### src/rtl/dmgplus_pkg.sv
// Shared types and constants for the DMG+ cartridge-side logic.
// Also defines the cycle-parameter range check used at elaboration.
`ifndef DMGPLUS_PKG_SV
`define DMGPLUS_PKG_SV

`define DMGPLUS_CYC_IN_RANGE(p) (((p) >= 1) && ((p) <= 15))

package dmgplus_pkg;

  typedef enum logic [1:0] {
    ST_IDLE   = 2'd0,
    ST_SETUP  = 2'd1,
    ST_STROBE = 2'd2,
    ST_HOLD   = 2'd3
  } cart_rd_state_t;

  localparam logic [15:0] CART_CS_LO = 16'hA000;
  localparam logic [15:0] CART_CS_HI = 16'hFDFF;

  // /CS covers external RAM through echo space; ROM space never selects it.
  function automatic logic cart_cs_range(input logic [15:0] addr);
    return (addr >= CART_CS_LO) && (addr <= CART_CS_HI);
  endfunction

endpackage

`endif

### src/rtl/dmgplus_cart_rd_if.sv
// Single-byte ROM request bus between header readers (master) and the
// cartridge read engine (slave).
interface dmgplus_cart_rd_if;
  logic [15:0] rom_addr;
  logic        rom_rd;
  logic [7:0]  rom_data;
  logic        rom_bsy;

  modport master (
    output rom_addr,
    output rom_rd,
    input  rom_data,
    input  rom_bsy
  );

  modport slave (
    input  rom_addr,
    input  rom_rd,
    output rom_data,
    output rom_bsy
  );
endinterface

### src/rtl/dmgplus_cart_rd.sv
// Runs one timed read cycle on the DMG cartridge bus per rom_rd request.
// One 4-bit down-counter times the setup, strobe and hold phases.
module dmgplus_cart_rd
  import dmgplus_pkg::*;
#(
  parameter int SETUP_CYC  = 1,
  parameter int ACCESS_CYC = 3,
  parameter int HOLD_CYC   = 1
) (
  input  logic               clk_8m,
  input  logic               rst_n,
  dmgplus_cart_rd_if.slave   rom,
  output logic [15:0]        cart_a,
  input  logic [7:0]         cart_d,
  output logic               cart_rd_n,
  output logic               cart_wr_n,
  output logic               cart_cs_n
);

  generate
    if (!(`DMGPLUS_CYC_IN_RANGE(SETUP_CYC) && `DMGPLUS_CYC_IN_RANGE(ACCESS_CYC) &&
          `DMGPLUS_CYC_IN_RANGE(HOLD_CYC))) begin : g_bad_param
      $error("dmgplus_cart_rd: SETUP_CYC, ACCESS_CYC and HOLD_CYC must each be 1..15");
    end
  endgenerate

  localparam logic [3:0] SETUP_LD  = 4'(SETUP_CYC - 1);
  localparam logic [3:0] ACCESS_LD = 4'(ACCESS_CYC - 1);
  localparam logic [3:0] HOLD_LD   = 4'(HOLD_CYC - 1);

  cart_rd_state_t state_reg, state_next;
  logic [3:0]     cnt_reg, cnt_next;
  logic [15:0]    cart_a_reg, cart_a_next;
  logic [7:0]     rom_data_reg, rom_data_next;
  logic           cart_rd_n_reg, cart_rd_n_next;
  logic           cart_cs_n_reg, cart_cs_n_next;

  always_ff @(posedge clk_8m) begin
    if (!rst_n) begin
      state_reg     <= ST_IDLE;
      cnt_reg       <= 4'd0;
      cart_a_reg    <= 16'h0000;
      rom_data_reg  <= 8'h00;
      cart_rd_n_reg <= 1'b1;
      cart_cs_n_reg <= 1'b1;
    end else begin
      state_reg     <= state_next;
      cnt_reg       <= cnt_next;
      cart_a_reg    <= cart_a_next;
      rom_data_reg  <= rom_data_next;
      cart_rd_n_reg <= cart_rd_n_next;
      cart_cs_n_reg <= cart_cs_n_next;
    end
  end

  always_comb begin
    state_next    = state_reg;
    cnt_next      = cnt_reg;
    cart_a_next   = cart_a_reg;
    rom_data_next = rom_data_reg;

    case (state_reg)
      ST_IDLE: begin
        if (rom.rom_rd) begin
          cart_a_next = rom.rom_addr;
          cnt_next    = SETUP_LD;
          state_next  = ST_SETUP;
        end
      end
      ST_SETUP: begin
        if (cnt_reg == 4'd0) begin
          cnt_next   = ACCESS_LD;
          state_next = ST_STROBE;
        end else begin
          cnt_next = cnt_reg - 4'd1;
        end
      end
      ST_STROBE: begin
        if (cnt_reg == 4'd0) begin
          rom_data_next = cart_d;
          cnt_next      = HOLD_LD;
          state_next    = ST_HOLD;
        end else begin
          cnt_next = cnt_reg - 4'd1;
        end
      end
      ST_HOLD: begin
        if (cnt_reg == 4'd0) begin
          state_next = ST_IDLE;
        end else begin
          cnt_next = cnt_reg - 4'd1;
        end
      end
      default: state_next = ST_IDLE;
    endcase

    // Pin strobes are decoded from the next state so the pins themselves are flops.
    cart_rd_n_next = (state_next != ST_STROBE);
    cart_cs_n_next = !((state_next == ST_STROBE) && cart_cs_range(cart_a_next));
  end

  // Busy in the request cycle itself so a registered requester never sees a stale idle.
  assign rom.rom_bsy  = rom.rom_rd | (state_reg != ST_IDLE);
  assign rom.rom_data = rom_data_reg;

  assign cart_a    = cart_a_reg;
  assign cart_rd_n = cart_rd_n_reg;
  assign cart_cs_n = cart_cs_n_reg;
  assign cart_wr_n = 1'b1;

endmodule
### src/flat_wrapper.sv
// flat-port wrapper written by rule: the top's interface ports become plain ports
module dmgplus_cart_rd_flat import dmgplus_pkg::*;
#(
  parameter int SETUP_CYC  = 1,
  parameter int ACCESS_CYC = 3,
  parameter int HOLD_CYC   = 1
)
  (clk_8m, rst_n, cart_a, cart_d, cart_rd_n, cart_wr_n, cart_cs_n, rom_rom_addr, rom_rom_rd, rom_rom_data, rom_rom_bsy);
  dmgplus_cart_rd_if rom_i ();
  input  logic clk_8m;
  input  logic rst_n;
  output logic [15:0] cart_a;
  input  logic [7:0] cart_d;
  output logic cart_rd_n;
  output logic cart_wr_n;
  output logic cart_cs_n;
  input wire logic [$bits(rom_i.rom_addr)-1:0] rom_rom_addr;
  input wire logic [$bits(rom_i.rom_rd)-1:0] rom_rom_rd;
  output wire logic [$bits(rom_i.rom_data)-1:0] rom_rom_data;
  output wire logic [$bits(rom_i.rom_bsy)-1:0] rom_rom_bsy;
  assign rom_i.rom_addr = rom_rom_addr;
  assign rom_i.rom_rd = rom_rom_rd;
  assign rom_rom_data = rom_i.rom_data;
  assign rom_rom_bsy = rom_i.rom_bsy;
  dmgplus_cart_rd #(.SETUP_CYC(SETUP_CYC), .ACCESS_CYC(ACCESS_CYC), .HOLD_CYC(HOLD_CYC)) u_core (.clk_8m(clk_8m), .rst_n(rst_n), .rom(rom_i), .cart_a(cart_a), .cart_d(cart_d), .cart_rd_n(cart_rd_n), .cart_wr_n(cart_wr_n), .cart_cs_n(cart_cs_n));
endmodule
### config.mk
export PLATFORM = sky130hd
export DESIGN_NAME = dmgplus_cart_rd_flat
export DESIGN_NICKNAME = d
export VERILOG_FILES = /design/src/rtl/dmgplus_pkg.sv /design/src/rtl/dmgplus_cart_rd_if.sv /design/src/rtl/dmgplus_cart_rd.sv /design/src/flat_wrapper.sv
export SDC_FILE = /design/constraint.sdc
export NUM_CORES = 1
export LEC_CHECK = 0
export ABC_AREA = 1
export CAP_MARGIN = 10
export CORE_ASPECT_RATIO = 2
export CORE_MARGIN = 2
export CORE_UTILIZATION = 42
export CTS_BUF_LIST = sky130_fd_sc_hd__clkbuf_4
export CTS_CLUSTER_SIZE = 16
export DETAILED_ROUTE_END_ITERATION = 10
export HOLD_SLACK_MARGIN = 0.03
export PLACE_DENSITY_LB_ADDON = 0.2
export SLEW_MARGIN = 0
export SYNTH_ARGS = -nofsm -noshare
export SYNTH_HDL_FRONTEND = slang
export SYNTH_SLANG_ARGS = --single-unit
### constraint.sdc
create_clock -name clk_8m -period 1.6 [get_ports clk_8m]
set_input_delay 0.32 -clock clk_8m [delete_from_list [all_inputs] [get_ports clk_8m]]
set_output_delay 0.32 -clock clk_8m [all_outputs]
set_load 0.05 [all_outputs]
==> reports/results.md <==
Worst setup path
• 1.28 ns — worst endpoint required time
• 0.37 ns — Worst path max stage delay
• flip-flops — largest delay contributor family on the critical path
• output port — critical path endpoint category
• flip-flop — startpoint kind of the worst setup timing path
• 7 — FF-to-FF path depth
• 4 — maximum fanout encountered on the critical timing path
• u_core.state_reg[0] — reg-to-reg critical path startpoint
• sky130_fd_sc_hd__dfxtp_4 — cell type of the slowest stage on the worst timing path
• 2 — WP buf/inv
• reg2out — Crit Path Category
• inv_4 -> nand2_4 -> or2_4 -> buf_12 — CP cell instances
• 1.25 ns — Worst Path Arrival
• u_core.state_reg[1] — launch point of the worst path
• 4 — instance count on the critical path

STA
• 0.008115 ns — worst clock skew
• 0 — pins over their slew limit
• 0.03041 ns — Final WS setup
• 1.570 ns — final critical-path required period
• 0 — final hold viol count
• 637.1 MHz — fmax
• 0.4915 ns — worst slack on hold paths
• 0 — endpoints failing setup
• 98.10% — final cycle utilization of the critical path
• yes — setup repair after global routing missed its margin

Hold path
• u_core.rom.rom_data[4] — startpoint of the lowest-slack hold path
• reg2reg — Hold Crit Class
• 2 — worst hold stages

Power
• 1882 nW/um2 — ratio of total power to cell area
• 1019 uV — worst-case vdd ir drop
• 3793 uW — total power
• 0.0009588 uW — static leakage

Clock network
• built — clock tree from TritonCTS
• 32 — # clock sinks
• 5 — Num CTS Buffers
• 2 — Max clock buf depth
• sky130_fd_sc_hd__clkbuf_4 — clock root buffer
• 0.09 ns — clock-pin slew of the registers on the worst-case setup and hold paths
• 2 — H-tree depth
• 0.33 ns — later-pin clock latency in the skew report

Layout
• 2016 um2 — cell area after layout
• 283 — Fill cells
• 16 — max FFs per register
• 280 — Final Net Count
• 25.79% — layout cells sized above 1
• sky130_fd_sc_hd__nor2_1 — most common cell after layout, fill and taps aside
• 0 — ant diodes
• 48 x sky130_fd_sc_hd__nor2_1, 37 x sky130_fd_sc_hd__buf_4, 30 x sky130_fd_sc_hd__dfxtp_1, 25 x sky130_fd_sc_hd__clkdlybuf4s50_1, 23 x sky130_fd_sc_hd__nand2_1 — commonest non-fill, non-tap cells in the layout
• 283 — Final Non-Filler Cells
• 45.27% — area growth from synthesis to layout

Routing
• 19 — DRC violation total after the first TritonRoute iteration
• 1330 — via count
• 0 — number of nets still failing antenna checks after routing
• 0 — detailed-route DRC error count
• 3020 um — Routed WL
• 4.700 — routed via count divided by cell count
• 10.67 um — routed length per placed instance
• 3 — router iterations before antenna repair

Floorplanning
• 3808 um2 — die outline area
• 3157 um2 — placeable core region
• 44.65 um — width of the chip
• 43.96% — initial cell density of the core
• 85.29 um — height of the die
• 29 — number of rows created at floorplan
• 55 — Top Ports

Synthesis
• 46.17% — sequential element share of the synthesized area
• 7.460 um2 — Syn Area/Cell
• 186 — gate count after technology mapping
• 32 — flops & latches, synth
• 29 — post-synthesis cell type count
• 215 — Syn Nets
• 0 — total of warnings raised by yosys
• 1388 um2 — area of the mapped netlist

Place
• 1911 um2 — cell area reported after detailed placement
• 0.7275 — final weighted congestion in routability-driven placement
• 270 — instance count after placement with tap cells included
• 53 — number of buffers added on ports
• 2339 um — Detail Placement HPWL
• -0.002838 ns — placement-stage worst setup slack

Global routing
• 0 — initial antenna violation count
• 1280 — number of global-route vias before repair
• 5002 um — wire length of the first global-routing pass
• 19 — largest net degree at the start of global routing
• 0 — GRT overflow
• 17.38% — global-route usage over all layers

Job
• 0 — max-cap viol count

Outcome
• finished, final reports clean — run status

-- kinds of logic (layout without fill, tap and decap cells) --
family / count (synthesis) / count (layout) / synth area share [%]
other cells: 1 / 1 / 0.2703
compound gates: 27 / 27 / 10.10
simple gates: 95 / 95 / 32.73
buf+inv: 29 / 95 / 8.926
fa+ha+maj: 2 / 2 / 1.803
flops: 32 / 32 / 46.17
-- cell type report --
cell class              instances  area, um2  area share, %
well taps                      31      38.79          1.924
clock inverters                 3      13.76         0.6828
clock buffers                   5      37.54          1.862
multi-input cells             125      628.1          31.16
inverters                      23      92.59          4.593
flip-flops and latches         32      648.1          32.15
repair buffers                 64      556.8          27.62
-- synth_stat cells --
cell type	count	area, um2
sky130_fd_sc_hd__nor2_1	48	180.2
sky130_fd_sc_hd__dfxtp_1	32	640.6
sky130_fd_sc_hd__nand2_1	23	86.33
sky130_fd_sc_hd__inv_1	19	71.32
sky130_fd_sc_hd__o21ai_0	17	85.08
sky130_fd_sc_hd__a21oi_1	5	25.02
sky130_fd_sc_hd__nand3_1	5	25.02
sky130_fd_sc_hd__nand2_2	4	25.02
sky130_fd_sc_hd__nand3b_1	4	30.03
sky130_fd_sc_hd__inv_2	3	11.26
sky130_fd_sc_hd__o21ai_1	3	15.01
sky130_fd_sc_hd__ha_1	2	25.02
sky130_fd_sc_hd__nand2_4	2	22.52
sky130_fd_sc_hd__nor2_4	2	22.52
sky130_fd_sc_hd__nor3_1	2	10.01
sky130_fd_sc_hd__o211ai_1	2	15.01
sky130_fd_sc_hd__buf_1	1	3.750
sky130_fd_sc_hd__buf_2	1	5.000
sky130_fd_sc_hd__buf_4	1	7.510
sky130_fd_sc_hd__buf_6	1	11.26
sky130_fd_sc_hd__clkbuf_1	1	3.750
sky130_fd_sc_hd__clkbuf_2	1	5.000
sky130_fd_sc_hd__clkinv_2	1	5.000
sky130_fd_sc_hd__conb_1	1	3.750
sky130_fd_sc_hd__nand3_2	1	10.01
sky130_fd_sc_hd__nand3_4	1	17.52
sky130_fd_sc_hd__nor2_2	1	6.260
sky130_fd_sc_hd__nor3_2	1	10.01
sky130_fd_sc_hd__or2_4	1	8.760
-- per-stage QoR --
step / setup TNS [ns] / utilization (%)
after floorplan: 0 / -
after global placement: 0 / 60.52
after detailed placement: -0.002838 / 60.52
after CTS: 0 / 62.19
after global routing: -0.008153 / 63.85
final: 0 / 63.85
-- worst register-to-register path, cell delays in order, from the launching register on --
cell,delay [ns]
sky130_fd_sc_hd__dfxtp_4,0.38
sky130_fd_sc_hd__buf_4,0.14
sky130_fd_sc_hd__nor2_4,0.19
sky130_fd_sc_hd__nand2_4,0.16
sky130_fd_sc_hd__nand2_1,0.09
sky130_fd_sc_hd__o21ai_0,0.11
sky130_fd_sc_hd__a21oi_1,0.13
sky130_fd_sc_hd__nand3_1,0.08
-- path summary, 6_finish.rpt --
check	endpoint	slack (ns)
worst max-delay path	rom_rom_bsy	0.03
worst min-delay path	u_core.rom.rom_data[4]	0.49
worst max register to register	u_core.cart_cs_n	0.21
worst min register to register	u_core.rom.rom_data[4]	0.49
-- power breakdown --
part	total, uW	switching, uW	internal [uW]
logic	2170	1420	749
clock network	432	271	161
registers	1200	151	1040
-- timing repair --
item                                   in CTS  in global routing
hold buffers                                0                  0
gates resized for setup                     3                  6
pin swaps                                   0                  2
endpoints found under the hold margin       0                  0
buffers inserted                            0                  5
setup endpoints to repair                   1                  1
-- metal layers --
| metal | up-vias | GRT usage (%) | wire [um] |
|---|---|---|---|
| met5 | - | 0 | 0 |
| met4 | 0 | 8.264 | 61 |
| met3 | 5 | 4.255 | 174 |
| met2 | 43 | 32.41 | 1656 |
| met1 | 572 | 16.31 | 1127 |
| li1 | 710 | - | - |
Note: power is estimated with default switching activity, not from simulation.
